### src/rtl/y86_pkg.sv
// Shared Y86-64 encodings for the execute-stage controller: icodes, status codes,
// condition-code layout, jump/cmov conditions and controller state encodings.
package y86_pkg;

   localparam logic [3:0] I_HALT  = 4'h0;
   localparam logic [3:0] I_NOP   = 4'h1;
   localparam logic [3:0] I_RRMOV = 4'h2;   // rrmovq and cmovXX share this icode
   localparam logic [3:0] I_IRMOV = 4'h3;
   localparam logic [3:0] I_RMMOV = 4'h4;
   localparam logic [3:0] I_MRMOV = 4'h5;
   localparam logic [3:0] I_OPQ   = 4'h6;
   localparam logic [3:0] I_JXX   = 4'h7;
   localparam logic [3:0] I_CALL  = 4'h8;
   localparam logic [3:0] I_RET   = 4'h9;
   localparam logic [3:0] I_PUSH  = 4'hA;
   localparam logic [3:0] I_POP   = 4'hB;

   localparam logic [2:0] S_BUB = 3'd0;
   localparam logic [2:0] S_AOK = 3'd1;
   localparam logic [2:0] S_HLT = 3'd2;
   localparam logic [2:0] S_ADR = 3'd3;
   localparam logic [2:0] S_INS = 3'd4;

   localparam logic [3:0] RNONE = 4'hF;

   localparam int unsigned CC_ZF = 0;
   localparam int unsigned CC_SF = 1;
   localparam int unsigned CC_OF = 2;

   localparam logic [3:0] C_ALWAYS = 4'h0;
   localparam logic [3:0] C_LE     = 4'h1;
   localparam logic [3:0] C_L      = 4'h2;
   localparam logic [3:0] C_E      = 4'h3;
   localparam logic [3:0] C_NE     = 4'h4;
   localparam logic [3:0] C_GE     = 4'h5;
   localparam logic [3:0] C_G      = 4'h6;

   typedef enum logic [1:0] {
      CTL_RUN  = 2'b00,
      CTL_MASK = 2'b01,
      CTL_HALT = 2'b10
   } ctl_state_e;

   typedef enum logic [1:0] {
      ALU_ADD = 2'b00,
      ALU_SUB = 2'b01,
      ALU_AND = 2'b10,
      ALU_XOR = 2'b11
   } alu_fun_e;

   // A status that stops architectural state updates downstream of it.
   function automatic logic is_exc(input logic [2:0] s);
      return (s == S_HLT) || (s == S_ADR) || (s == S_INS);
   endfunction

endpackage

### src/rtl/exe_stage_ctrl_if.sv
// Decode-to-execute bus: decode fields and pipeline status in, E register contents,
// ALU controls, condition codes and controller state out.
interface exe_stage_ctrl_if #(
   parameter int unsigned W = 64
);

   logic         E_stall;
   logic         E_bubble;
   logic [2:0]   d_stat;
   logic [3:0]   d_icode;
   logic [3:0]   d_ifun;
   logic [W-1:0] d_valC;
   logic [W-1:0] d_valA;
   logic [W-1:0] d_valB;
   logic [3:0]   d_dstE;
   logic [3:0]   d_dstM;
   logic [2:0]   alu_cf;
   logic [2:0]   m_stat;
   logic [2:0]   W_stat;

   logic [2:0]   E_stat;
   logic [3:0]   E_icode;
   logic [3:0]   E_ifun;
   logic [W-1:0] E_valC;
   logic [W-1:0] E_valA;
   logic [W-1:0] E_valB;
   logic [3:0]   E_dstE;
   logic [3:0]   E_dstM;
   logic [W-1:0] alu_a;
   logic [W-1:0] alu_b;
   logic [1:0]   alu_fun;
   logic [2:0]   cc;
   logic         e_cnd;
   logic [3:0]   e_dstE;
   logic [1:0]   ctl_state;

   modport master (
      output E_stall, E_bubble, d_stat, d_icode, d_ifun, d_valC, d_valA, d_valB,
             d_dstE, d_dstM, alu_cf, m_stat, W_stat,
      input  E_stat, E_icode, E_ifun, E_valC, E_valA, E_valB, E_dstE, E_dstM,
             alu_a, alu_b, alu_fun, cc, e_cnd, e_dstE, ctl_state
   );

   modport slave (
      input  E_stall, E_bubble, d_stat, d_icode, d_ifun, d_valC, d_valA, d_valB,
             d_dstE, d_dstM, alu_cf, m_stat, W_stat,
      output E_stat, E_icode, E_ifun, E_valC, E_valA, E_valB, E_dstE, E_dstM,
             alu_a, alu_b, alu_fun, cc, e_cnd, e_dstE, ctl_state
   );

endinterface

### src/rtl/exe_cond_eval.sv
// Evaluates a jXX/cmovXX condition (ifun) against the condition codes {OF,SF,ZF}.
module exe_cond_eval
   import y86_pkg::*;
(
   input  logic [3:0] ifun,
   input  logic [2:0] cc,
   output logic       cnd
);

   logic zf;
   logic sf;
   logic ovf;
   logic lt;

   assign zf  = cc[CC_ZF];
   assign sf  = cc[CC_SF];
   assign ovf = cc[CC_OF];
   assign lt  = sf ^ ovf;

   always_comb begin
      cnd = 1'b0;
      case (ifun)
         C_ALWAYS: cnd = 1'b1;
         C_LE:     cnd = lt | zf;
         C_L:      cnd = lt;
         C_E:      cnd = zf;
         C_NE:     cnd = ~zf;
         C_GE:     cnd = ~lt;
         C_G:      cnd = ~lt & ~zf;
         default:  cnd = 1'b0;
      endcase
   end

endmodule

### src/rtl/exe_stage_ctrl.sv
// Y86-64 execute-stage controller: E pipeline register, condition codes with
// exception-aware update gating, ALU operand/function selection and cmov squash.
module exe_stage_ctrl
   import y86_pkg::*;
#(
   parameter int unsigned W      = 64,
   parameter logic [2:0]  CC_RST = 3'b001
) (
   input  logic           clk,
   input  logic           reset,
   exe_stage_ctrl_if.slave bus
);

   typedef struct packed {
      logic [2:0]   stat;
      logic [3:0]   icode;
      logic [3:0]   ifun;
      logic [W-1:0] valc;
      logic [W-1:0] vala;
      logic [W-1:0] valb;
      logic [3:0]   dste;
      logic [3:0]   dstm;
   } ereg_t;

   localparam ereg_t E_BUBBLE = '{
      stat:  S_BUB,
      icode: I_NOP,
      ifun:  4'h0,
      valc:  '0,
      vala:  '0,
      valb:  '0,
      dste:  RNONE,
      dstm:  RNONE
   };

   localparam logic [W-1:0] STACK_DEC = {{(W-4){1'b1}}, 4'b1000};
   localparam logic [W-1:0] STACK_INC = {{(W-4){1'b0}}, 4'b1000};

   ereg_t      ereg_q;
   ereg_t      ereg_d;
   ctl_state_e state_q;
   ctl_state_e state_d;
   logic [2:0] cc_q;
   logic [2:0] cc_d;

   logic         m_exc;
   logic         w_exc;
   logic         set_cc;
   logic         cnd;
   logic [W-1:0] alu_a;
   logic [W-1:0] alu_b;
   alu_fun_e     alu_fun;

   assign m_exc = is_exc(bus.m_stat);
   assign w_exc = is_exc(bus.W_stat);

   always_ff @(posedge clk) begin
      // NOTE: every state flop uses <= so all of them sample pre-edge values together.
      if (reset) begin
         ereg_q  <= E_BUBBLE;
         cc_q    <= CC_RST;
         state_q <= CTL_RUN;
      end else begin
         ereg_q  <= ereg_d;
         cc_q    <= cc_d;
         state_q <= state_d;
      end
   end

   always_comb begin : e_reg_next
      ereg_d = ereg_q;
      if (state_q != CTL_HALT) begin
         // Bubble beats stall when both are asserted.
         if (bus.E_bubble) begin
            ereg_d = E_BUBBLE;
         end else if (!bus.E_stall) begin
            ereg_d = '{
               stat:  bus.d_stat,
               icode: bus.d_icode,
               ifun:  bus.d_ifun,
               valc:  bus.d_valC,
               vala:  bus.d_valA,
               valb:  bus.d_valB,
               dste:  bus.d_dstE,
               dstm:  bus.d_dstM
            };
         end
      end
   end

   always_comb begin : ctl_fsm_next
      state_d = state_q;
      case (state_q)
         CTL_RUN: begin
            if (w_exc)      state_d = CTL_HALT;
            else if (m_exc) state_d = CTL_MASK;
         end
         CTL_MASK: begin
            if (w_exc)       state_d = CTL_HALT;
            else if (!m_exc) state_d = CTL_RUN;
         end
         CTL_HALT: state_d = CTL_HALT;
         default:  state_d = CTL_RUN;
      endcase
   end

   // Same-cycle exceptions further down the pipe must block the CC write.
   always_comb begin : cc_next
      set_cc = (ereg_q.icode == I_OPQ) && (ereg_q.stat == S_AOK) &&
               (state_q == CTL_RUN) && !m_exc && !w_exc;
      cc_d   = set_cc ? bus.alu_cf : cc_q;
   end

   always_comb begin : alu_ctrl
      alu_a   = '0;
      alu_b   = '0;
      alu_fun = ALU_ADD;
      case (ereg_q.icode)
         I_RRMOV, I_OPQ:            alu_a = ereg_q.vala;
         I_IRMOV, I_RMMOV, I_MRMOV: alu_a = ereg_q.valc;
         I_CALL, I_PUSH:            alu_a = STACK_DEC;
         I_RET, I_POP:              alu_a = STACK_INC;
         default:                   alu_a = '0;
      endcase
      case (ereg_q.icode)
         I_RMMOV, I_MRMOV, I_OPQ, I_CALL, I_RET, I_PUSH, I_POP: alu_b = ereg_q.valb;
         default:                                                alu_b = '0;
      endcase
      if (ereg_q.icode == I_OPQ) begin
         alu_fun = alu_fun_e'(ereg_q.ifun[1:0]);
      end
   end

   exe_cond_eval u_cond (
      .ifun (ereg_q.ifun),
      .cc   (cc_q),
      .cnd  (cnd)
   );

   assign bus.E_stat    = ereg_q.stat;
   assign bus.E_icode   = ereg_q.icode;
   assign bus.E_ifun    = ereg_q.ifun;
   assign bus.E_valC    = ereg_q.valc;
   assign bus.E_valA    = ereg_q.vala;
   assign bus.E_valB    = ereg_q.valb;
   assign bus.E_dstE    = ereg_q.dste;
   assign bus.E_dstM    = ereg_q.dstm;
   assign bus.alu_a     = alu_a;
   assign bus.alu_b     = alu_b;
   assign bus.alu_fun   = alu_fun;
   assign bus.cc        = cc_q;
   assign bus.e_cnd     = cnd;
   assign bus.e_dstE    = ((ereg_q.icode == I_RRMOV) && !cnd) ? RNONE : ereg_q.dste;
   assign bus.ctl_state = state_q;

endmodule
### src/flat_wrapper.sv
// flat-port wrapper written by rule: the top's interface ports become plain ports
module exe_stage_ctrl_flat import y86_pkg::*;
#(
   parameter int unsigned W      = 64,
   parameter logic [2:0]  CC_RST = 3'b001
)
  (clk, reset, bus_E_stall, bus_E_bubble, bus_d_stat, bus_d_icode, bus_d_ifun, bus_d_valC, bus_d_valA, bus_d_valB, bus_d_dstE, bus_d_dstM, bus_alu_cf, bus_m_stat, bus_W_stat, bus_E_stat, bus_E_icode, bus_E_ifun, bus_E_valC, bus_E_valA, bus_E_valB, bus_E_dstE, bus_E_dstM, bus_alu_a, bus_alu_b, bus_alu_fun, bus_cc, bus_e_cnd, bus_e_dstE, bus_ctl_state);
  exe_stage_ctrl_if #(.W(W)) bus_i ();
  input  logic clk;
  input  logic reset;
  input wire logic [$bits(bus_i.E_stall)-1:0] bus_E_stall;
  input wire logic [$bits(bus_i.E_bubble)-1:0] bus_E_bubble;
  input wire logic [$bits(bus_i.d_stat)-1:0] bus_d_stat;
  input wire logic [$bits(bus_i.d_icode)-1:0] bus_d_icode;
  input wire logic [$bits(bus_i.d_ifun)-1:0] bus_d_ifun;
  input wire logic [$bits(bus_i.d_valC)-1:0] bus_d_valC;
  input wire logic [$bits(bus_i.d_valA)-1:0] bus_d_valA;
  input wire logic [$bits(bus_i.d_valB)-1:0] bus_d_valB;
  input wire logic [$bits(bus_i.d_dstE)-1:0] bus_d_dstE;
  input wire logic [$bits(bus_i.d_dstM)-1:0] bus_d_dstM;
  input wire logic [$bits(bus_i.alu_cf)-1:0] bus_alu_cf;
  input wire logic [$bits(bus_i.m_stat)-1:0] bus_m_stat;
  input wire logic [$bits(bus_i.W_stat)-1:0] bus_W_stat;
  output wire logic [$bits(bus_i.E_stat)-1:0] bus_E_stat;
  output wire logic [$bits(bus_i.E_icode)-1:0] bus_E_icode;
  output wire logic [$bits(bus_i.E_ifun)-1:0] bus_E_ifun;
  output wire logic [$bits(bus_i.E_valC)-1:0] bus_E_valC;
  output wire logic [$bits(bus_i.E_valA)-1:0] bus_E_valA;
  output wire logic [$bits(bus_i.E_valB)-1:0] bus_E_valB;
  output wire logic [$bits(bus_i.E_dstE)-1:0] bus_E_dstE;
  output wire logic [$bits(bus_i.E_dstM)-1:0] bus_E_dstM;
  output wire logic [$bits(bus_i.alu_a)-1:0] bus_alu_a;
  output wire logic [$bits(bus_i.alu_b)-1:0] bus_alu_b;
  output wire logic [$bits(bus_i.alu_fun)-1:0] bus_alu_fun;
  output wire logic [$bits(bus_i.cc)-1:0] bus_cc;
  output wire logic [$bits(bus_i.e_cnd)-1:0] bus_e_cnd;
  output wire logic [$bits(bus_i.e_dstE)-1:0] bus_e_dstE;
  output wire logic [$bits(bus_i.ctl_state)-1:0] bus_ctl_state;
  assign bus_i.E_stall = bus_E_stall;
  assign bus_i.E_bubble = bus_E_bubble;
  assign bus_i.d_stat = bus_d_stat;
  assign bus_i.d_icode = bus_d_icode;
  assign bus_i.d_ifun = bus_d_ifun;
  assign bus_i.d_valC = bus_d_valC;
  assign bus_i.d_valA = bus_d_valA;
  assign bus_i.d_valB = bus_d_valB;
  assign bus_i.d_dstE = bus_d_dstE;
  assign bus_i.d_dstM = bus_d_dstM;
  assign bus_i.alu_cf = bus_alu_cf;
  assign bus_i.m_stat = bus_m_stat;
  assign bus_i.W_stat = bus_W_stat;
  assign bus_E_stat = bus_i.E_stat;
  assign bus_E_icode = bus_i.E_icode;
  assign bus_E_ifun = bus_i.E_ifun;
  assign bus_E_valC = bus_i.E_valC;
  assign bus_E_valA = bus_i.E_valA;
  assign bus_E_valB = bus_i.E_valB;
  assign bus_E_dstE = bus_i.E_dstE;
  assign bus_E_dstM = bus_i.E_dstM;
  assign bus_alu_a = bus_i.alu_a;
  assign bus_alu_b = bus_i.alu_b;
  assign bus_alu_fun = bus_i.alu_fun;
  assign bus_cc = bus_i.cc;
  assign bus_e_cnd = bus_i.e_cnd;
  assign bus_e_dstE = bus_i.e_dstE;
  assign bus_ctl_state = bus_i.ctl_state;
  exe_stage_ctrl #(.W(W), .CC_RST(CC_RST)) u_core (.clk(clk), .reset(reset), .bus(bus_i));
endmodule
### config.mk
export PLATFORM = sky130hd
export DESIGN_NAME = exe_stage_ctrl_flat
export DESIGN_NICKNAME = d
export VERILOG_FILES = /design/src/rtl/y86_pkg.sv /design/src/rtl/exe_stage_ctrl_if.sv /design/src/rtl/exe_cond_eval.sv /design/src/rtl/exe_stage_ctrl.sv /design/src/flat_wrapper.sv
export SDC_FILE = /design/constraint.sdc
export NUM_CORES = 1
export LEC_CHECK = 0
export BUFFER_PORTS_ARGS = -buffer_cell sky130_fd_sc_hd__clkbuf_2
export CORE_AREA = 2 2 223 225
export DETAILED_ROUTE_END_ITERATION = 6
export DIE_AREA = 0 0 225 227
export PLACE_DENSITY = 0.49
export RECOVER_POWER = 25
export SKIP_LAST_GASP = 1
export SYNTH_ARGS = -nofsm -noshare
export SYNTH_HDL_FRONTEND = slang
export SYNTH_HIERARCHICAL = 1
export SYNTH_SLANG_ARGS = --single-unit
### constraint.sdc
create_clock -name clk -period 4.5 [get_ports clk]
set_input_delay 0.9 -clock clk [delete_from_list [all_inputs] [get_ports clk]]
set_output_delay 0.9 -clock clk [all_outputs]
set_load 0.005 [all_outputs]
==> impl_metrics.env <==
export IMPL_holdPathStages=2
export IMPL_p_leak_uw=0.005916
export IMPL_clk_pin_slew_ns=0.06
export IMPL_rsz0062_at_grt="no"
export IMPL_p_per_area_nw_per_um2=373.2
export IMPL_hold_buffers=0
export IMPL_ys_seq_area_frac=0.4635
export IMPL_place_inst=2241
export IMPL_grt_pass1_vias=9489
export IMPL_hold_class="flip-flop to flip-flop"
export IMPL_io_pins=575
export IMPL_cts_buffers=26
export IMPL_cp_cell_sequence="mux2_4, nor2_8, a221o_2, clkbuf_2"
export IMPL_avgSynthCellArea_um2=8.113
export IMPL_synth_distinct_cells=41
export IMPL_startpoint_type="flip-flop"
export IMPL_min_period_ns=3.695
export IMPL_yosys_warnings=6
export IMPL_synth_flop_cell="dfxtp_1"
export IMPL_crit_arrival_ns=2.79
export IMPL_synthesis_nets=1374
export IMPL_drt_total_wl_um=41760
export IMPL_die_area_um2=51080
export IMPL_hold_ws_ns=0.4649
export IMPL_tns_ns=0
export IMPL_fp_dieW_um=225
export IMPL_synth_edf_count=0
export IMPL_numPortBuffers=574
export IMPL_clock_path_buffers=3
export IMPL_drv_cap=0
export IMPL_cts_tree="done"
export IMPL_antenna_found_initial=4
export IMPL_gp_congestion=0.7888
export IMPL_cts_resized=0
export IMPL_async_flop_share=0
export IMPL_synth_top_cell_area_share=0.4635
export IMPL_rows=81
export IMPL_syn_area_um2=9330
export IMPL_firstDrtPassIters=7
export IMPL_drive_gt1_frac=0.3514
export IMPL_max_clock_freq_mhz=270.7
export IMPL_critPathSlowestCell="nor2_8"
export IMPL_cts_setup_buffers=0
export IMPL_root_buffer="clkbuf_16"
export IMPL_finalHoldViolCount=0
export IMPL_cp_max_fo=63
export IMPL_cts_htree_levels=1
export IMPL_clock_skew_ns=0.007835
export IMPL_critical_path_class="flip-flop to primary output"
export IMPL_core_area_um2=48550
export IMPL_grt_overflow_total=0
export IMPL_clk_latency_ns=0.53
export IMPL_grt_first_pass_wirelength_um=59430
export IMPL_wl_per_cell_um=18.23
export IMPL_min_period_over_period=0.8210
export IMPL_synthTopCellsByArea="dfxtp_1, nand3_1, a21oi_1"
export IMPL_placed_area_um2=12580
export IMPL_drtIter0Drc=653
export IMPL_grt_max_degree=113
export IMPL_design_area_um2=13420
export IMPL_drtAntennaViolNets=0
export IMPL_vdd_ir_drop_max_v=0.0001525
export IMPL_cp_data_required_time_ns=3.60
export IMPL_slew_headroom=0.3230
export IMPL_area_growth_pct=43.87
export IMPL_slew_viol_final=0
export IMPL_die_y_um=227
export IMPL_clkSinkCount=216
export IMPL_drt_vias_per_instance=4.574
export IMPL_vias=10479
export IMPL_worst_pin_slew_ns=1.015
export IMPL_synth_top_cell_by_area="dfxtp_1"
export IMPL_ys_ff_latch=216
export IMPL_final_nets=1871
export IMPL_power_uw=5010
export IMPL_max_stage_delay_ns=0.74
export IMPL_finalNonFillerCells=2291
export IMPL_syn_inst=1150
export IMPL_drc_errors=0
export IMPL_start_util=0.1922
export IMPL_worstRegToRegCells=5
export IMPL_end_kind="primary output"
export IMPL_dpl_hpwl_um=29630
export IMPL_setup_viol=0
export IMPL_grt_usage=0.1506
export IMPL_status="finished, final reports clean"
-- worst max-delay path, delay by kind of cell, from the launching register on --
| family | cells | cell delay [ns] |
|---|---|---|
| AND/OR/NAND/NOR | 1 | 0.74 |
| AO/OA/AOI/OAI | 1 | 0.30 |
| buffers and inverters | 1 | 0.11 |
| multiplexers | 1 | 0.38 |
| flip-flops | 1 | 0.67 |
-- through the flow --
step / util / setup WS [ns]
6_report: 0.2765 / 0.8055
5_1_grt: 0.2764 / 0.6197
4_1_cts: 0.2777 / 0.7578
3_5_place_dp: 0.2592 / 1.349
3_3_place_gp: 0.2592 / 1.469
2_1_floorplan: - / 2.288
-- kinds of logic after synthesis --
group,count (synthesis),share of synthesized area
buf+inv,123,0.06987
compound gates,283,0.1918
xor+xnor,1,0.0009389
flops,216,0.4635
mux,6,0.007375
simple gates,521,0.2666
-- cell type report --
cell class | count | area, um^2
clock inverter | 4 | 95.09
clock buffer | 42 | 802.0
tap | 622 | 778.2
fill | 5304 | 35120
timing repair buffer | 589 | 2998
sequential | 216 | 4324
antenna | 4 | 10.01
inverter | 3 | 16.27
multi-input combinational | 811 | 4399
-- sequential cells by signal, indices dropped and copies added (netlist names) --
name / count
u_core/bus.cc: 3
u_core/bus.E_ifun: 4
u_core/bus.ctl_state: 2
u_core/bus.E_dstE: 4
u_core/bus.E_valB: 64
u_core/bus.E_valC: 64
u_core/bus.E_dstM: 4
u_core/bus.E_stat: 3
u_core/bus.E_valA: 64
u_core/bus.E_icode: 4
-- where the power goes --
part / total, uW / switching [uW] / leakage, uW / internal [uW]
clock: 2210 / 829 / 0.000439 / 1380
combinational: 680 / 410 / 0.00371 / 270
sequential: 2120 / 110 / 0.00177 / 2010
-- per-layer routing --
layer,wire (um),GRT usage,up-vias
met5,0,0,-
met4,1320,0.05789,0
met3,3242,0.03227,61
met2,20360,0.2621,493
met1,16840,0.1815,4887
li1,-,-,5038
-- cells in the mapped netlist (4+ instances only) --
master / number
nand2_1: 206
buf_8: 6
buf_2: 56
a21oi_1: 202
a221o_1: 57
nor2_1: 15
and2_1: 64
mux2i_1: 4
clkbuf_1: 43
nand2b_1: 8
nor3_1: 10
nand3_1: 203
dfxtp_1: 216
buf_4: 14
o21bai_1: 9
-- final timing paths --
check | slack (ns) | from | to
worst max-delay path | 0.81 | u_core/bus.E_icode[2] | bus_alu_a[60]
worst min-delay path | 0.46 | u_core/bus.E_valB[39] | u_core/bus.E_valB[39]
worst max register to register | 2.33 | u_core/bus.ctl_state[1] | u_core/bus.E_valC[49]
worst min register to register | 0.46 | u_core/bus.E_valB[39] | u_core/bus.E_valB[39]
-- cells in the final DEF (no fill, tap or decap), types with 15 or more instances in the layout --
cell,n
dfxtp_1,216
nand3_1,203
clkbuf_1,61
a21oi_1,202
a221o_1,57
clkbuf_16,27
nor2_1,15
clkbuf_2,518
and2_1,64
nand2_1,206
Note: power is estimated with default switching activity, not from simulation.
